$ cat config.mk
export PLATFORM = sky130hd
export DESIGN_NAME = dual_grant_decoder
export DESIGN_NICKNAME = d
export VERILOG_FILES = /design/src/rtl/dual_grant_decoder_pkg.sv /design/src/rtl/dual_grant_decoder_onehot.sv /design/src/rtl/dual_grant_decoder.sv
export SDC_FILE = /design/constraint.sdc
export NUM_CORES = 1
export LEC_CHECK = 0
export ABC_AREA = 1
export BUFFER_PORTS_ARGS = -buffer_cell sky130_fd_sc_hd__buf_2
export CORE_UTILIZATION = 55
export CTS_CLUSTER_DIAMETER = 200
export DETAILED_ROUTE_END_ITERATION = 8
export GPL_ROUTABILITY_DRIVEN = 1
export PLACE_DENSITY = 0.93
export SLEW_MARGIN = 25
export SYNTH_ARGS = -nofsm -noshare
export SYNTH_HDL_FRONTEND = slang
export SYNTH_HIERARCHICAL = 1
export SYNTH_SLANG_ARGS = --single-unit
$ cat constraint.sdc
create_clock -name clk -period 2.3 [get_ports clk]
set_input_delay 0.115 -clock clk [delete_from_list [all_inputs] [get_ports clk]]
set_output_delay 0.115 -clock clk [all_outputs]
set_load 0.01 [all_outputs]
$ cat src/rtl/dual_grant_decoder_pkg.sv
// Shared types and helpers for the dual grant decoder.
// Contents:
//   state_t      grant FSM state encoding
//   DEF_N        default requester count
//   DEF_CODE_W   default code width
//   CODE_NONE    code value meaning "no request"
//   code_legal   1 when a code names a real requester (1..n)
package dual_grant_pkg;

  typedef enum logic [1:0] {
    IDLE = 2'd0,
    GNT1 = 2'd1,
    GNT2 = 2'd2
  } state_t;

  localparam int unsigned DEF_N      = 12;
  localparam int unsigned DEF_CODE_W = 4;

  localparam logic [DEF_CODE_W-1:0] CODE_NONE = '0;

  function automatic logic code_legal(input int unsigned code, input int unsigned n);
    return (code != 0) && (code <= n);
  endfunction

endpackage

$ cat src/rtl/dual_grant_decoder_onehot.sv
// Combinational code to one-hot converter.
// Ports:
//   i_code    request code, 1..N selects bit code-1
//   o_onehot  N-bit one-hot; all zero for "none" (0) or an illegal code (>N)
module code_to_onehot
  import dual_grant_pkg::*;
#(
  parameter int unsigned N      = DEF_N,
  parameter int unsigned CODE_W = DEF_CODE_W
) (
  input  logic [CODE_W-1:0] i_code,
  output logic [N-1:0]      o_onehot
);

  logic [N-1:0] w_one;

  assign w_one = {{(N-1){1'b0}}, 1'b1};

  always_comb begin
    o_onehot = '0;
    if (code_legal(32'(i_code), N)) begin
      o_onehot = w_one << (i_code - 1'b1);
    end
  end

endmodule

$ cat src/rtl/dual_grant_decoder.sv
// Dual grant decoder: accepts a {first, second} code pair over valid/ready and
// presents the legal, distinct codes as one-hot grants one after the other,
// each held until grant_ack.
//
// Build option: define DUAL_GRANT_TIMEOUT_EN to add a per-grant timer that
// force-releases a grant after TIMEOUT unacknowledged cycles and pulses
// timeout. Without it grants are held indefinitely and timeout is 0.
//
// Ports:
//   clk, rst      clock; asynchronous active-high reset
//   in_valid      code pair valid
//   in_ready      decoder idle and able to take a pair
//   first/second  priority-ordered request codes (0 = none, >N illegal)
//   grant         one-hot grant, bit k-1 for code k
//   grant_valid   a grant is being presented
//   grant_idx     code currently granted, 0 when idle
//   grant_ack     agent accepts the current grant
//   code_err      one-cycle pulse after accepting a pair with an illegal code
//   timeout       one-cycle pulse when a grant is force-released
//
// State table:
//   state | meaning
//   IDLE  | no grant; in_ready high, waiting for a pair
//   GNT1  | presenting first grant; second may still be pending
//   GNT2  | presenting the last grant of the pair
module dual_grant_decoder
  import dual_grant_pkg::*;
#(
  parameter int unsigned N       = DEF_N,
  parameter int unsigned CODE_W  = DEF_CODE_W
`ifdef DUAL_GRANT_TIMEOUT_EN
  ,
  parameter int unsigned TIMEOUT = 16
`endif
) (
  input  logic              clk,
  input  logic              rst,
  input  logic              in_valid,
  output logic              in_ready,
  input  logic [CODE_W-1:0] first,
  input  logic [CODE_W-1:0] second,
  output logic [N-1:0]      grant,
  output logic              grant_valid,
  output logic [CODE_W-1:0] grant_idx,
  input  logic              grant_ack,
  output logic              code_err,
  output logic              timeout
);

  localparam logic [CODE_W-1:0] NONE = CODE_W'(CODE_NONE);

  state_t            r_state;
  state_t            w_state_nxt;
  logic [CODE_W-1:0] r_second;
  logic [CODE_W-1:0] w_second_nxt;
  logic [CODE_W-1:0] r_grant_idx;
  logic [CODE_W-1:0] w_idx_nxt;
  logic [N-1:0]      r_grant;
  logic [N-1:0]      w_onehot_nxt;
  logic              r_in_ready;
  logic              r_grant_valid;
  logic              r_code_err;
  logic              r_timeout;

  logic w_transfer;
  logic w_first_ok;
  logic w_second_ok;
  logic w_code_err_nxt;
  logic w_expire;
  logic w_done;
  logic w_timeout_nxt;

  assign w_transfer  = in_valid & r_in_ready;
  assign w_first_ok  = code_legal(32'(first), N);
  // A second code equal to the first would just repeat the same grant.
  assign w_second_ok = code_legal(32'(second), N) && (second != first);

  assign w_code_err_nxt = w_transfer && ((32'(first) > N) || (32'(second) > N));

  assign w_done = grant_ack | w_expire;

`ifdef DUAL_GRANT_TIMEOUT_EN
  localparam int unsigned TMR_W = $clog2(TIMEOUT + 1);

  logic [TMR_W-1:0] r_tmr;

  // Reloaded on every state change, so each grant gets a full TIMEOUT window;
  // terminal count 0 in a grant state means TIMEOUT cycles passed without ack.
  always_ff @(posedge clk or posedge rst) begin
    if (rst) begin
      r_tmr <= '0;
    end else if (w_state_nxt != r_state) begin
      r_tmr <= TMR_W'(TIMEOUT - 1);
    end else if (r_tmr != '0) begin
      r_tmr <= r_tmr - 1'b1;
    end
  end

  assign w_expire = (r_state != IDLE) && (r_tmr == '0);
`else
  assign w_expire = 1'b0;
`endif

  always_comb begin
    w_state_nxt   = r_state;
    w_idx_nxt     = r_grant_idx;
    w_second_nxt  = r_second;
    w_timeout_nxt = 1'b0;
    unique case (r_state)
      IDLE: begin
        w_idx_nxt = NONE;
        if (w_transfer) begin
          if (w_first_ok) begin
            w_state_nxt  = GNT1;
            w_idx_nxt    = first;
            w_second_nxt = w_second_ok ? second : NONE;
          end else if (w_second_ok) begin
            w_state_nxt  = GNT2;
            w_idx_nxt    = second;
            w_second_nxt = NONE;
          end
        end
      end
      GNT1: begin
        if (w_done) begin
          // An ack in the expiry cycle wins: no timeout pulse.
          w_timeout_nxt = ~grant_ack;
          if (r_second != NONE) begin
            w_state_nxt  = GNT2;
            w_idx_nxt    = r_second;
            w_second_nxt = NONE;
          end else begin
            w_state_nxt = IDLE;
            w_idx_nxt   = NONE;
          end
        end
      end
      GNT2: begin
        if (w_done) begin
          w_timeout_nxt = ~grant_ack;
          w_state_nxt   = IDLE;
          w_idx_nxt     = NONE;
        end
      end
      default: begin
        w_state_nxt  = IDLE;
        w_idx_nxt    = NONE;
        w_second_nxt = NONE;
      end
    endcase
  end

  code_to_onehot #(
    .N      (N),
    .CODE_W (CODE_W)
  ) u_onehot (
    .i_code   (w_idx_nxt),
    .o_onehot (w_onehot_nxt)
  );

  // Outputs are registered from next-state values so they change together
  // with the state.
  always_ff @(posedge clk or posedge rst) begin
    if (rst) begin
      r_state       <= IDLE;
      r_second      <= '0;
      r_grant_idx   <= '0;
      r_grant       <= '0;
      r_grant_valid <= 1'b0;
      r_in_ready    <= 1'b0;
      r_code_err    <= 1'b0;
      r_timeout     <= 1'b0;
    end else begin
      r_state       <= w_state_nxt;
      r_second      <= w_second_nxt;
      r_grant_idx   <= w_idx_nxt;
      r_grant       <= w_onehot_nxt;
      r_grant_valid <= (w_state_nxt != IDLE);
      r_in_ready    <= (w_state_nxt == IDLE);
      r_code_err    <= w_code_err_nxt;
      r_timeout     <= w_timeout_nxt;
    end
  end

  assign in_ready    = r_in_ready;
  assign grant       = r_grant;
  assign grant_valid = r_grant_valid;
  assign grant_idx   = r_grant_idx;
  assign code_err    = r_code_err;
  assign timeout     = r_timeout;

endmodule

## Yosys cells after proc, flatten, opt, wreduce, memory -nomap -nowiden

Index checks and enable logic that the tools add are counted.

| word-level totals | value |
|---|---|
| register bits | 26 |
| output and inout port bits | 20 |
| word-level logic and storage cells | 63 |

| operators by class | value |
|---|---|
| add/subtract/negate cells | 1 |
| $lt $le $gt $ge | 5 |
| equality and inequality tests | 7 |
| shift operators | 1 |
| mux-type cells | 23 |
| bitwise operators | 3 |
| reductions and logical operators | 15 |

Operators with widths:

| operator | count |
|---|---|
| two-way mux 4 bit | 11 |
| case mux 4 bit (3 select lines) | 2 |
| nonzero test 4 bit | 4 |
| less-or-equal comparator 4 bit (second input constant) | 3 |
| two-way mux 12 bit | 1 |
| two-way mux 2 bit | 6 |
| << shifter 1 x 4 -> 12 bit (first input constant) | 1 |
| greater-than comparator 4 bit (second input constant) | 2 |
| inequality test 2 bit (second input constant) | 3 |
| case mux 2 bit (3 select lines) | 1 |
| logical AND 1 bit | 5 |
| AND reduction 5 bit | 1 |
| zero test 2 bit | 2 |
| inequality test 4 bit | 1 |
| subtractor 4 x 1 -> 4 bit (second input constant) | 1 |
| inequality test 3 bit (second input constant) | 1 |
| == test 2 x 1 -> 1 bit (second input constant) | 1 |
| == test 2 bit (second input constant) | 1 |
| two-way mux 1 bit | 2 |
| NOT 1 bit | 2 |
| nonzero test 2 bit | 1 |
| OR reduction 2 bit | 1 |
| bitwise AND 1 bit | 1 |
| logical OR 1 bit | 1 |

## Logic depth before layout (Yosys ltp)

Gate-level depths: netlist (run 1).

| logic depth | value |
|---|---|
| depth in word-level cells | 10 |
| depth in mapped cells | 12 |

## Cells and area by module

The synthesis (run 1) kept the hierarchy.

By module, submodules not included:

| module | instances | cells each | area each (um2) | seq. area each (um2) |
|---|---|---|---|---|
| dual_grant_decoder | 1 | 143 | 1197.4 | 625.6 |
| code_to_onehot | 1 | 27 | 107.6 | 0.0 |

## Worst setup path after synthesis (run 1)

OpenSTA, ideal clock, no wires.

| path | value |
|---|---|
| kind | reg2reg |
| start | reg r_state[1] |
| end | reg r_grant[1] (netlist: grant[1]) |
| library setup time | 0.122 ns |
| arrival time | 1.360 ns |
| required time | 2.178 ns |
| slack | 0.818 ns |
| cell stages (with the launch flop) | 11 |
| buffers on the path | 0 |
| clock period less this slack | 1.482 ns |
| path through | dfrtp_1 > nor2_2 > inv_2 > nor2_1 > inv_1 > nor2_2 > nand3_1 > nand3_1 > inv_1 > nand3_1 > nor2_1 |

| on the way | value |
|---|---|
| cells in the longest elaborated chain, start to end | 5 |
| elaborated cells between the ends (all ways) | 10 |
| those cells by class | add/sub (1); order compare (1); eq/ne (2); shift (1); mux (2); reduce/logical (3) |

RTL lines:

| element | line | text |
|---|---|---|
| from (decl) | dual_grant_decoder.sv:52 | `state_t r_state;` |
| from (signal assigned) | dual_grant_decoder.sv:174 | `r_state <= w_state_nxt;` |
| == test 2 bit, or another cell as far along | dual_grant_decoder.sv:109 | `unique case (r_state)` |
| case mux 4 bit (3 select lines) (*) | dual_grant_decoder.sv:109 |  |
| named net w_idx_nxt[0] | dual_grant_decoder.sv:57 | `logic [CODE_W-1:0] w_idx_nxt;` |
| subtractor 4 x 1 -> 4 bit, or another cell as far along | dual_grant_decoder_onehot.sv:22 | `o_onehot = w_one << (i_code - 1'b1);` |
| << shifter 1 x 4 -> 12 bit / logical AND 1 bit (equally long branches) | dual_grant_decoder_onehot.sv:22, dual_grant_decoder_pkg.sv:22 |  |
| two-way mux 12 bit (*) | dual_grant_decoder_onehot.sv:21 | `if (code_legal(32'(i_code), N)) begin` |
| named net w_onehot_nxt[1] | dual_grant_decoder.sv:59 | `logic [N-1:0] w_onehot_nxt;` |
| to (signal assigned) | dual_grant_decoder.sv:177 | `r_grant <= w_onehot_nxt;` |
| to (decl) | dual_grant_decoder.sv:58 | `logic [N-1:0] r_grant;` |

The timed path passes the listed nets; every way through them passes the cells marked *.
A chain may end at the register's enable or synchronous reset.

## Worst setup path after layout (run 1)

| path | value |
|---|---|
| start | reg r_state[0] |
| end | reg r_grant[0] (netlist: grant[0]) |

Same word-level chain as after synthesis.

==> impl_metrics.tcl, run 1 <==
set metrics [dict create \
    rows 17 \
    combPwrFrac 0.479 \
    hold_viol_final 0 \
    die_w_um 50.7 \
    fin_crit_sh 0.757 \
    critPathTopFamily "simple AND/OR/NAND/NOR gates" \
    cp.depth 9 \
    routedWlPerCell_um 11.3 \
    crit_path_start "r_state[0]$_DFF_PP0_" \
    ios 32 \
    path_max_fanout 4 \
    instances_no_fill 232 \
    finalClockSkew_ns 0.0112 \
    path_cells "inv_1, nor2_2, nand2_1, o21ai_0, a22oi_1, nand3_1, inv_1, nand3_1, nor2_1" \
    cts.clk_slew.worst_paths_ns 0.13 \
    antenna_found_initial 0 \
    drive_above_1_share 0.279 \
    grt_max_degree 26 \
    worstMarginPinSlew_ns 0.903 \
    numCtsBuffers 3 \
    grt_pass1_wl_mm 4.44 \
    gp_congestion 0.852 \
    synthesis.instances 170 \
    rr_worst_depth 9 \
    postCtsSetupBuffers 0 \
    cts_tree "built" \
    area_delta_synth_final_pct 16.4 \
    hpwl_mm 2.01 \
    tns_ns 0 \
    core_area_um2 2230 \
    cts-htree-levels 1 \
    num_vias 1163 \
    nFillCells 186 \
    p_sw_frac 0.436 \
    grt_pass1_vias 1066 \
    p_sw_mw 0.671 \
    vias_per_cell 5.01 \
    crit_path_start_kind "flip-flop" \
    path_buf_inv 2 \
    slew_headroom 0.397 \
    first_pass_iters 4 \
    p_clk_frac 0.124 \
    yosysUniqueCellTypes 21 \
    period_minus_slack_ns 1.74 \
    synthFlopType "dfrtp_1" \
    postRouteAntennaNets 0 \
    post-route-drc-count 0 \
    clock_sinks 25 \
    peakVddDrop_mv 0.653 \
    crit_type "flip-flop to flip-flop" \
    yosysSeqAreaShare 0.479 \
    p_per_area_nw_per_um2 1010 \
    yosysMostFrequentCell "nand2_1" \
    fin_nets 217 \
    root_buffer "clkbuf_4" \
    cts_hold_buf 1 \
    yosys.area.top_type "dfrtp_1" \
    end_kind "flip-flop" \
    synth_common_cells "nand2_1, dfrtp_1, inv_1" \
    place_ws_ns 0.634 \
    fmax_mhz 574 \
    post_cts_resized 0 \
    p_leak_nw 0.883 \
    fp.dieH_um 50.7 \
    async_reset_ff_frac 1.00 \
    rsz0062_at_grt "false" \
    antenna_cells 0 \
    hold_start "in_valid" \
    setup_viol 0 \
    die-area_um2 2570 \
    arrival_ns 2.00 \
    hold_ws_ns 0.0760 \
    cp_slowest_cell "dfrtp_1" \
    clk_latency_ns 0.32 \
    power_mw 1.54 \
    synth_edf_count 0 \
    synth_top_area_frac 0.479 \
    grt-ovfl-total 0 \
    outcome "complete, no violations" \
    yosysWarnings 6 \
    io_buffers 30 \
    synth_area_um2 1310 \
    clk_path_buf_depth 2 \
    crit_path_max_incr_delay_ns 0.42 \
    grt_usage 0.235 \
    holdPathStages 3 \
    worstPathRequired_ns 2.56 \
    p_int_mw 0.867 \
    dr.first_iter.drc_count 36 \
    start_util 0.584 \
    syn_nets 182 \
    synth-seq-cells 25 \
    final-max-slew-violation-count 0 \
    synth_area_leaders "dfrtp_1, nand2_1, inv_1, nor2_1, nand3_1" \
    placedCellCount 227 \
    r2r-start "r_state[0]$_DFF_PP0_" \
    worstHoldPathType "input port to flip-flop" \
    fin_ws_ns 0.559 \
    avgSynthCellArea_um2 7.68 \
    cap_violations 0 \
    finalWirelength_mm 2.63 \
    seqPwrFrac 0.397 \
]
-- stage by stage --
step	area, µm²	util
6_report	1520	0.680
3_5_place_dp	1480	0.664
3_3_place_gp	1480	0.664
4_1_cts	1520	0.680
5_1_grt	1520	0.680
2_1_floorplan	1310	-
-- kinds of logic after synthesis --
family,after synthesis,synth area share
simple gates,100,0.342
buf+inv,29,0.0863
flops,25,0.479
compound gates,15,0.0892
other cells,1,0.00287
-- tightest hold or removal path, cell delays in order --
cell	delay [ns]
buf_2	0.10
nand2_1	0.11
a21oi_1	0.05
-- cell usage in the layout (no fill, tap or decap), types with 4 or more instances in the layout --
cell type,count
buf_2,30
dfrtp_1,25
inv_1,23
inv_2,5
nand2_1,47
nand2_2,4
nand3_1,15
nor2_1,21
nor2_2,9
-- per-layer routing --
layer	share of wire	GRT usage	vias to the layer above
li1	-	-	592
met1	0.45	0.302	525
met2	0.48	0.382	42
met3	0.061	0.0636	4
met4	0.011	0.0787	0
met5	0	0	-
-- layout make-up --
type                    count  area [µm²]  share of cell area
clock buffers               4        26.3              0.0173
inverters                  28         105              0.0692
multi-input cells         116         567               0.373
flip-flops and latches     25         626               0.412
well taps                  28        35.0              0.0231
repair buffers             31         160               0.105
-- power groups by stage --
| stage | clock network (mW) | registers, mW | logic [mW] |
|---|---|---|---|
| finish | 0.191 | 0.610 | 0.738 |
| global route | 0.214 | 0.623 | 0.833 |
| CTS | 0.192 | 0.610 | 0.740 |
| detailed placement | 0 | 0.618 | 0.731 |
| global placement | 0 | 0.614 | 0.707 |
| floorplan | 0 | 0.655 | 0.492 |
-- sequential cells by signal (all words and copies together) (netlist names) --
signal	cells
r_state	2
code_err	1
grant_valid	1
grant_idx	4
in_ready	1
grant	12
r_second	4
-- final timing paths --
kind | end | slack [ns]
worst min register to register | r_second[1]$_DFFE_PP0P_ | 0.52
max in group asynchronous | r_second[2]$_DFFE_PP0P_ | 1.22
worst max-delay path | grant[0]$_DFF_PP0_ | 0.56
worst min-delay path | code_err$_DFF_PP0_ | 0.08
worst max register to register | grant[0]$_DFF_PP0_ | 0.56
min in group asynchronous | grant[8]$_DFF_PP0_ | 0.52
(Power assumes the default switching activity.)
==> run 2, diff against run 1 <==
--- a/config.mk
+++ b/config.mk
@@ -5,13 +5,13 @@
 export SDC_FILE = /design/constraint.sdc
 export NUM_CORES = 1
 export LEC_CHECK = 0
-export ABC_AREA = 1
+export ABC_AREA = 0
 export BUFFER_PORTS_ARGS = -buffer_cell sky130_fd_sc_hd__buf_2
-export CORE_UTILIZATION = 55
+export CORE_UTILIZATION = 53
 export CTS_CLUSTER_DIAMETER = 200
 export DETAILED_ROUTE_END_ITERATION = 8
 export GPL_ROUTABILITY_DRIVEN = 1
-export PLACE_DENSITY = 0.93
+export PLACE_DENSITY = 0.9
 export SLEW_MARGIN = 25
 export SYNTH_ARGS = -nofsm -noshare
 export SYNTH_HDL_FRONTEND = slang
==> constraint.sdc (replaced) <==
create_clock -name clk -period 1.7 [get_ports clk]
set_input_delay 0.085 -clock clk [delete_from_list [all_inputs] [get_ports clk]]
set_output_delay 0.085 -clock clk [all_outputs]
set_load 0.01 [all_outputs]
==> impl_metrics.tcl, run 2 <==
set metrics [dict create \
    grt_max_degree 26 \
    cap_violations 0 \
    syn_nets 134 \
    yosysSeqAreaShare 0.446 \
    first_pass_iters 4 \
    regArea_um2 626 \
    setup_viol 16 \
    core_area_um2 2500 \
    dr.first_iter.drc_count 43 \
    routedWlPerCell_um 21.6 \
    hold_ws_ns -0.00498 \
    instances_no_fill 223 \
    synth_area_leaders "dfrtp_1, and4bb_2, nor4b_2, o211ai_2, mux2i_1" \
    area_delta_synth_final_pct 49.8 \
    multi_input_area_um2 837 \
    cts-htree-levels 1 \
    synth_area_um2 1400 \
    final_cell_mix "buf_4, buf_2, dfrtp_1" \
    violations "negative hold slack, negative setup slack" \
    p_leak_nw 1.02 \
    finalWirelength_mm 4.81 \
    synth_common_cells "dfrtp_1, inv_1, nand2_1" \
    hpwl_mm 2.59 \
    yosysUniqueCellTypes 40 \
    path_max_fanout 13 \
    fp.dieH_um 53.4 \
    outcome "finished, violations left" \
    placedCellCount 205 \
    grt_pass1_vias 1313 \
    crit_path_start_kind "flip-flop" \
    period_minus_slack_ns 1.89 \
    async_reset_ff_frac 1.00 \
    grt-ovfl-total 0 \
    worstPathRequired_ns 1.94 \
    die-area_um2 2860 \
    avgSynthCellArea_um2 11.5 \
    grt_usage 0.310 \
    vias_per_cell 6.36 \
    synth_top_area_frac 0.446 \
    final-max-slew-violation-count 0 \
    crit_type "flip-flop to flip-flop" \
    synthFlopType "dfrtp_1" \
    fmax_mhz 529 \
    antenna_found_initial 0 \
    gp_congestion 0.880 \
    synth-seq-cells 25 \
    power_mw 3.24 \
    start_util 0.561 \
    nFillCells 130 \
    peakVddDrop_mv 1.21 \
    io_buffers 30 \
    num_vias 1418 \
    clk_path_buf_depth 2 \
    rsz0062_at_grt "true" \
    clk_latency_ns 0.34 \
    clock_sinks 25 \
    yosysWarnings 6 \
    numCtsBuffers 3 \
    yosys.area.top_type "dfrtp_1" \
    p_per_area_nw_per_um2 1540 \
    cts_tree "built" \
    largest_reg_flops 12 \
    grt_pass1_wl_mm 6.14 \
    die_w_um 53.4 \
    cts.clk_slew.worst_paths_ns 0.15 \
    synthesis.instances 122 \
    layout_commonest_cell "buf_4" \
    end_kind "flip-flop" \
    drive_above_1_share 0.606 \
    root_buffer "clkbuf_4" \
    tns_ns -0.924 \
    finalClockSkew_ns 0.00880 \
    worstHoldPathType "input port to flip-flop" \
    hold_viol_final 1 \
    rows 18 \
    synth_edf_count 0 \
    postRouteAntennaNets 0 \
    regToRegSetupSlack_ns -0.19 \
    antenna_cells 0 \
    fin_crit_sh 1.11 \
    fin_nets 206 \
    post-route-drc-count 0 \
    finish.utilization 0.840 \
    ios 32 \
    fin_ws_ns -0.192 \
    yosysMostFrequentCell "dfrtp_1" \
    arrival_ns 2.13 \
]
run 2: cell types whose count changed after synthesis, sizes merged, moves of 5 or more:
| cell | delta |
|---|---|
| nor2 | -28 |
| nand3 | -14 |
| and4bb | +6 |
| buf | +5 |
| inv | -18 |
| o211ai | +7 |
| o21ai | -5 |
| nand2 | -42 |
run 2: logic make-up after synthesis:
logic type                Yosys count  synth area share
other                               1           0.00267
muxes                               4            0.0285
buffers and inverters              18            0.0723
DFF                                25             0.446
AOI/OAI and AO/OA                  31             0.189
and+or+nand+nor                    39             0.236
xor gates and xnor gates            4            0.0250
run 2: cell type report:
cell class              instances  area share
clock inverters                 1     0.00357
repair buffers                 75       0.254
flip-flops and latches         25       0.298
clock buffers                   3      0.0107
multi-input cells              79       0.398
inverters                      10      0.0179
well taps                      30      0.0179
run 2: what timing repair did:
| action | in CTS | in global routing |
|---|---|---|
| pin swaps | 7 | 6 |
| hold endpoints to repair | 25 | 0 |
| gates resized for setup | 13 | 16 |
| gates cloned | 0 | 1 |
| hold buffers | 1 | 0 |
| setup endpoints to repair | 16 | 16 |
| buffers inserted | 7 | 5 |
run 2: final timing paths:
| kind | from | cells after the start | end |
|---|---|---|---|
| worst min register to register | r_second[2]$_DFFE_PP0P_ | 2 | r_second[2]$_DFFE_PP0P_ |
| worst min-delay path | in_valid | 3 | code_err$_DFF_PP0_ |
| max in group asynchronous | rst | 4 | r_state[1]$_DFF_PP0_ |
| min in group asynchronous | rst | 4 | grant[4]$_DFF_PP0_ |
| worst max register to register | r_second[1]$_DFFE_PP0P_ | 7 | grant[3]$_DFF_PP0_ |
| worst max-delay path | r_second[1]$_DFFE_PP0P_ | 7 | grant[3]$_DFF_PP0_ |
run 2: power breakdown:
part	internal [mW]	leakage [nW]	switching [mW]	total [mW]
logic	0.995	0.668	1.03	2.02
clock network	0.0905	0.0139	0.199	0.290
registers	0.777	0.335	0.146	0.923
total	1.86	1.02	1.37	3.24
run 2: per-layer routing:
metal	routed length, µm	GRT usage	vias to the layer above
met5	0	0	-
met4	297	0.140	0
met3	448	0.0402	39
met2	2280	0.531	107
met1	1780	0.381	664
li1	-	-	608
run 2: stage by stage:
step	cell area (µm²)	hold WS (ns)	setup WS (ns)
final	2100	-0.00498	-0.192
after global placement	1810	0.136	-0.199
after CTS	1960	0.00743	-0.0423
after detailed placement	1810	0.147	-0.284
after floorplan	1470	0.112	-0.0314
after global routing	2100	0.000358	-0.214
run 2: critical path, cell delays in order, from the launching register on:
cell and delay [ns]:
dfrtp_1 0.46, mux2i_2 0.25, o32ai_4 0.15, a31oi_4 0.21
o31ai_4 0.11, buf_12 0.15, buf_4 0.14, nor4b_4 0.32
==> run 3, diff against run 2 <==
--- a/config.mk
+++ b/config.mk
@@ -12,6 +12,7 @@
 export DETAILED_ROUTE_END_ITERATION = 8
 export GPL_ROUTABILITY_DRIVEN = 1
 export PLACE_DENSITY = 0.9
+export RECOVER_POWER = 25
 export SLEW_MARGIN = 25
 export SYNTH_ARGS = -nofsm -noshare
 export SYNTH_HDL_FRONTEND = slang
==> impl_metrics.tcl, run 3 (synthesis results as in run 2) <==
set metrics [dict create \
    outcome "finished, violations left" \
    violations "negative hold slack, negative setup slack" \
    fin_crit_sh 1.12 \
    fmax_mhz 527 \
    fin_nets 206 \
    p_sw_mw 1.37 \
    fin_ws_ns -0.196 \
    final-max-slew-violation-count 0 \
    cts_tree "built" \
    final_cell_mix "buf_4, buf_2, dfrtp_1" \
    cts-htree-levels 1 \
    rsz0062_at_grt "true" \
    clk_path_buf_depth 2 \
    worstMarginPinSlew_ns 0.658 \
    layout_commonest_cell "buf_4" \
    core_area_um2 2500 \
    p_leak_nw 1.02 \
    hpwl_mm 2.59 \
    clock_sinks 25 \
    multi_input_area_um2 837 \
    rows 18 \
    end_kind "flip-flop" \
    period_minus_slack_ns 1.90 \
    area_delta_synth_final_pct 49.6 \
    combPwrFrac 0.626 \
    start_util 0.561 \
    p_clk_frac 0.089 \
    grt_usage 0.310 \
    grt-ovfl-total 0 \
    grt_pass1_wl_mm 6.14 \
    post-route-drc-count 0 \
    power_mw 3.23 \
    gp_congestion 0.880 \
    path_buf_inv 2 \
    vias_per_cell 6.34 \
    setup_viol 16 \
    p_per_area_nw_per_um2 1540 \
    first_pass_iters 4 \
    grt_max_degree 26 \
    crit_path_start_kind "flip-flop" \
    finish.utilization 0.839 \
    die-area_um2 2860 \
    numCtsBuffers 3 \
    regArea_um2 626 \
    largest_reg_flops 12 \
    finalWirelength_mm 4.81 \
    antenna_cells 0 \
    drive_above_1_share 0.606 \
    cap_violations 0 \
    hold_viol_final 1 \
    dr.first_iter.drc_count 43 \
    seqPwrFrac 0.285 \
    root_buffer "clkbuf_4" \
    crit_type "flip-flop to flip-flop" \
    path_max_fanout 13 \
    critPathTopFamily "compound AO/OA/AOI/OAI gates" \
    p_sw_frac 0.424 \
    hold_ws_ns -0.000507 \
    path_cells "mux2i_2, o32ai_4, a31oi_4, o31ai_4, buf_12, buf_4, nor4b_4" \
    cts.clk_slew.worst_paths_ns 0.15 \
    num_vias 1413 \
    fp.dieH_um 53.4 \
    io_buffers 30 \
    postRouteAntennaNets 0 \
    die_w_um 53.4 \
    antenna_found_initial 0 \
    slew_headroom 0.561 \
    worstPathRequired_ns 1.94 \
    ios 32 \
    routedWlPerCell_um 21.5 \
    peakVddDrop_mv 1.21 \
    crit_path_max_incr_delay_ns 0.46 \
    worstHoldPathType "input port to flip-flop" \
    clk_latency_ns 0.34 \
    p_int_mw 1.86 \
    nFillCells 130 \
    cp_slowest_cell "dfrtp_1" \
    finalClockSkew_ns 0.0126 \
    grt_pass1_vias 1313 \
    arrival_ns 2.14 \
]
[run 3: cell count changes in the layout (fill, tap and decap cells not counted), sizes merged]
cell    before  now
buf         74   73
clkbuf       3    4
[run 3: per-layer routing]
layer  part of all wire  routed length, µm  vias to the layer above  track usage
met4              0.051                244                        0        0.140
met1               0.36               1750                      660        0.381
met3               0.11                518                       30       0.0402
li1                   -                  -                      607            -
met2               0.48               2290                      116        0.531
met5                  0                  0                        -            0
[run 3: per-stage QoR]
stage,hold WS (ns),setup slack [ns],std cells,area (µm²),TNS [ns]
3_3_place_gp,0.136,-0.199,205,1810,-2.28
3_5_place_dp,0.147,-0.284,205,1810,-3.47
6_report,-0.000507,-0.196,223,2100,-0.905
4_1_cts,0.00743,-0.0423,217,1960,-0.133
2_1_floorplan,0.112,-0.0314,122,1470,-0.190
5_1_grt,0.000358,-0.214,223,2100,-1.46
[run 3: repair_timing]
| item | CTS | global route |
|---|---|---|
| gates cloned | 0 | 1 |
| gates resized for setup | 13 | 16 |
| hold buffers | 1 | 0 |
| setup endpoints to repair | 16 | 16 |
| pin swaps | 7 | 6 |
| hold endpoints to repair | 25 | 0 |
| setup buffers | 7 | 5 |
[run 3: cell type report]
type | count | share of cell area
Clock buffer | 3 | 0.0107
Clock inverter | 1 | 0.00358
Inverter | 10 | 0.0179
Multi-Input combinational cell | 79 | 0.399
Sequential cell | 25 | 0.298
Tap cell | 30 | 0.0179
Timing Repair Buffer | 75 | 0.253
[run 3: power groups by stage]
stage               combinational, mW  clock (mW)  sequential (mW)
detailed placement               1.37           0            0.906
CTS                              1.59       0.278            0.897
finish                           2.02       0.288            0.922
floorplan                       0.864           0            0.962
global route                     2.13       0.309            0.934
global placement                 1.29           0            0.900
[run 3: tightest hold or removal path, cell delays in order]
cell and delay [ns]:
buf_2 0.11, nand2_1 0.07, a21oi_1 0.04
[run 3: final timing paths]
kind                                          from                       to  slack (ns)  cells after the start
max reg2reg                r_second[1]$_DFFE_PP0P_       grant[3]$_DFF_PP0_       -0.20                      7
min reg2reg                r_second[2]$_DFFE_PP0P_  r_second[2]$_DFFE_PP0P_        0.61                      2
max                        r_second[1]$_DFFE_PP0P_       grant[3]$_DFF_PP0_       -0.20                      7
min                                       in_valid       code_err$_DFF_PP0_     -0.0005                      3
min in group asynchronous                      rst       grant[4]$_DFF_PP0_        0.43                      4
max in group asynchronous                      rst  r_second[1]$_DFFE_PP0P_        0.84                      4
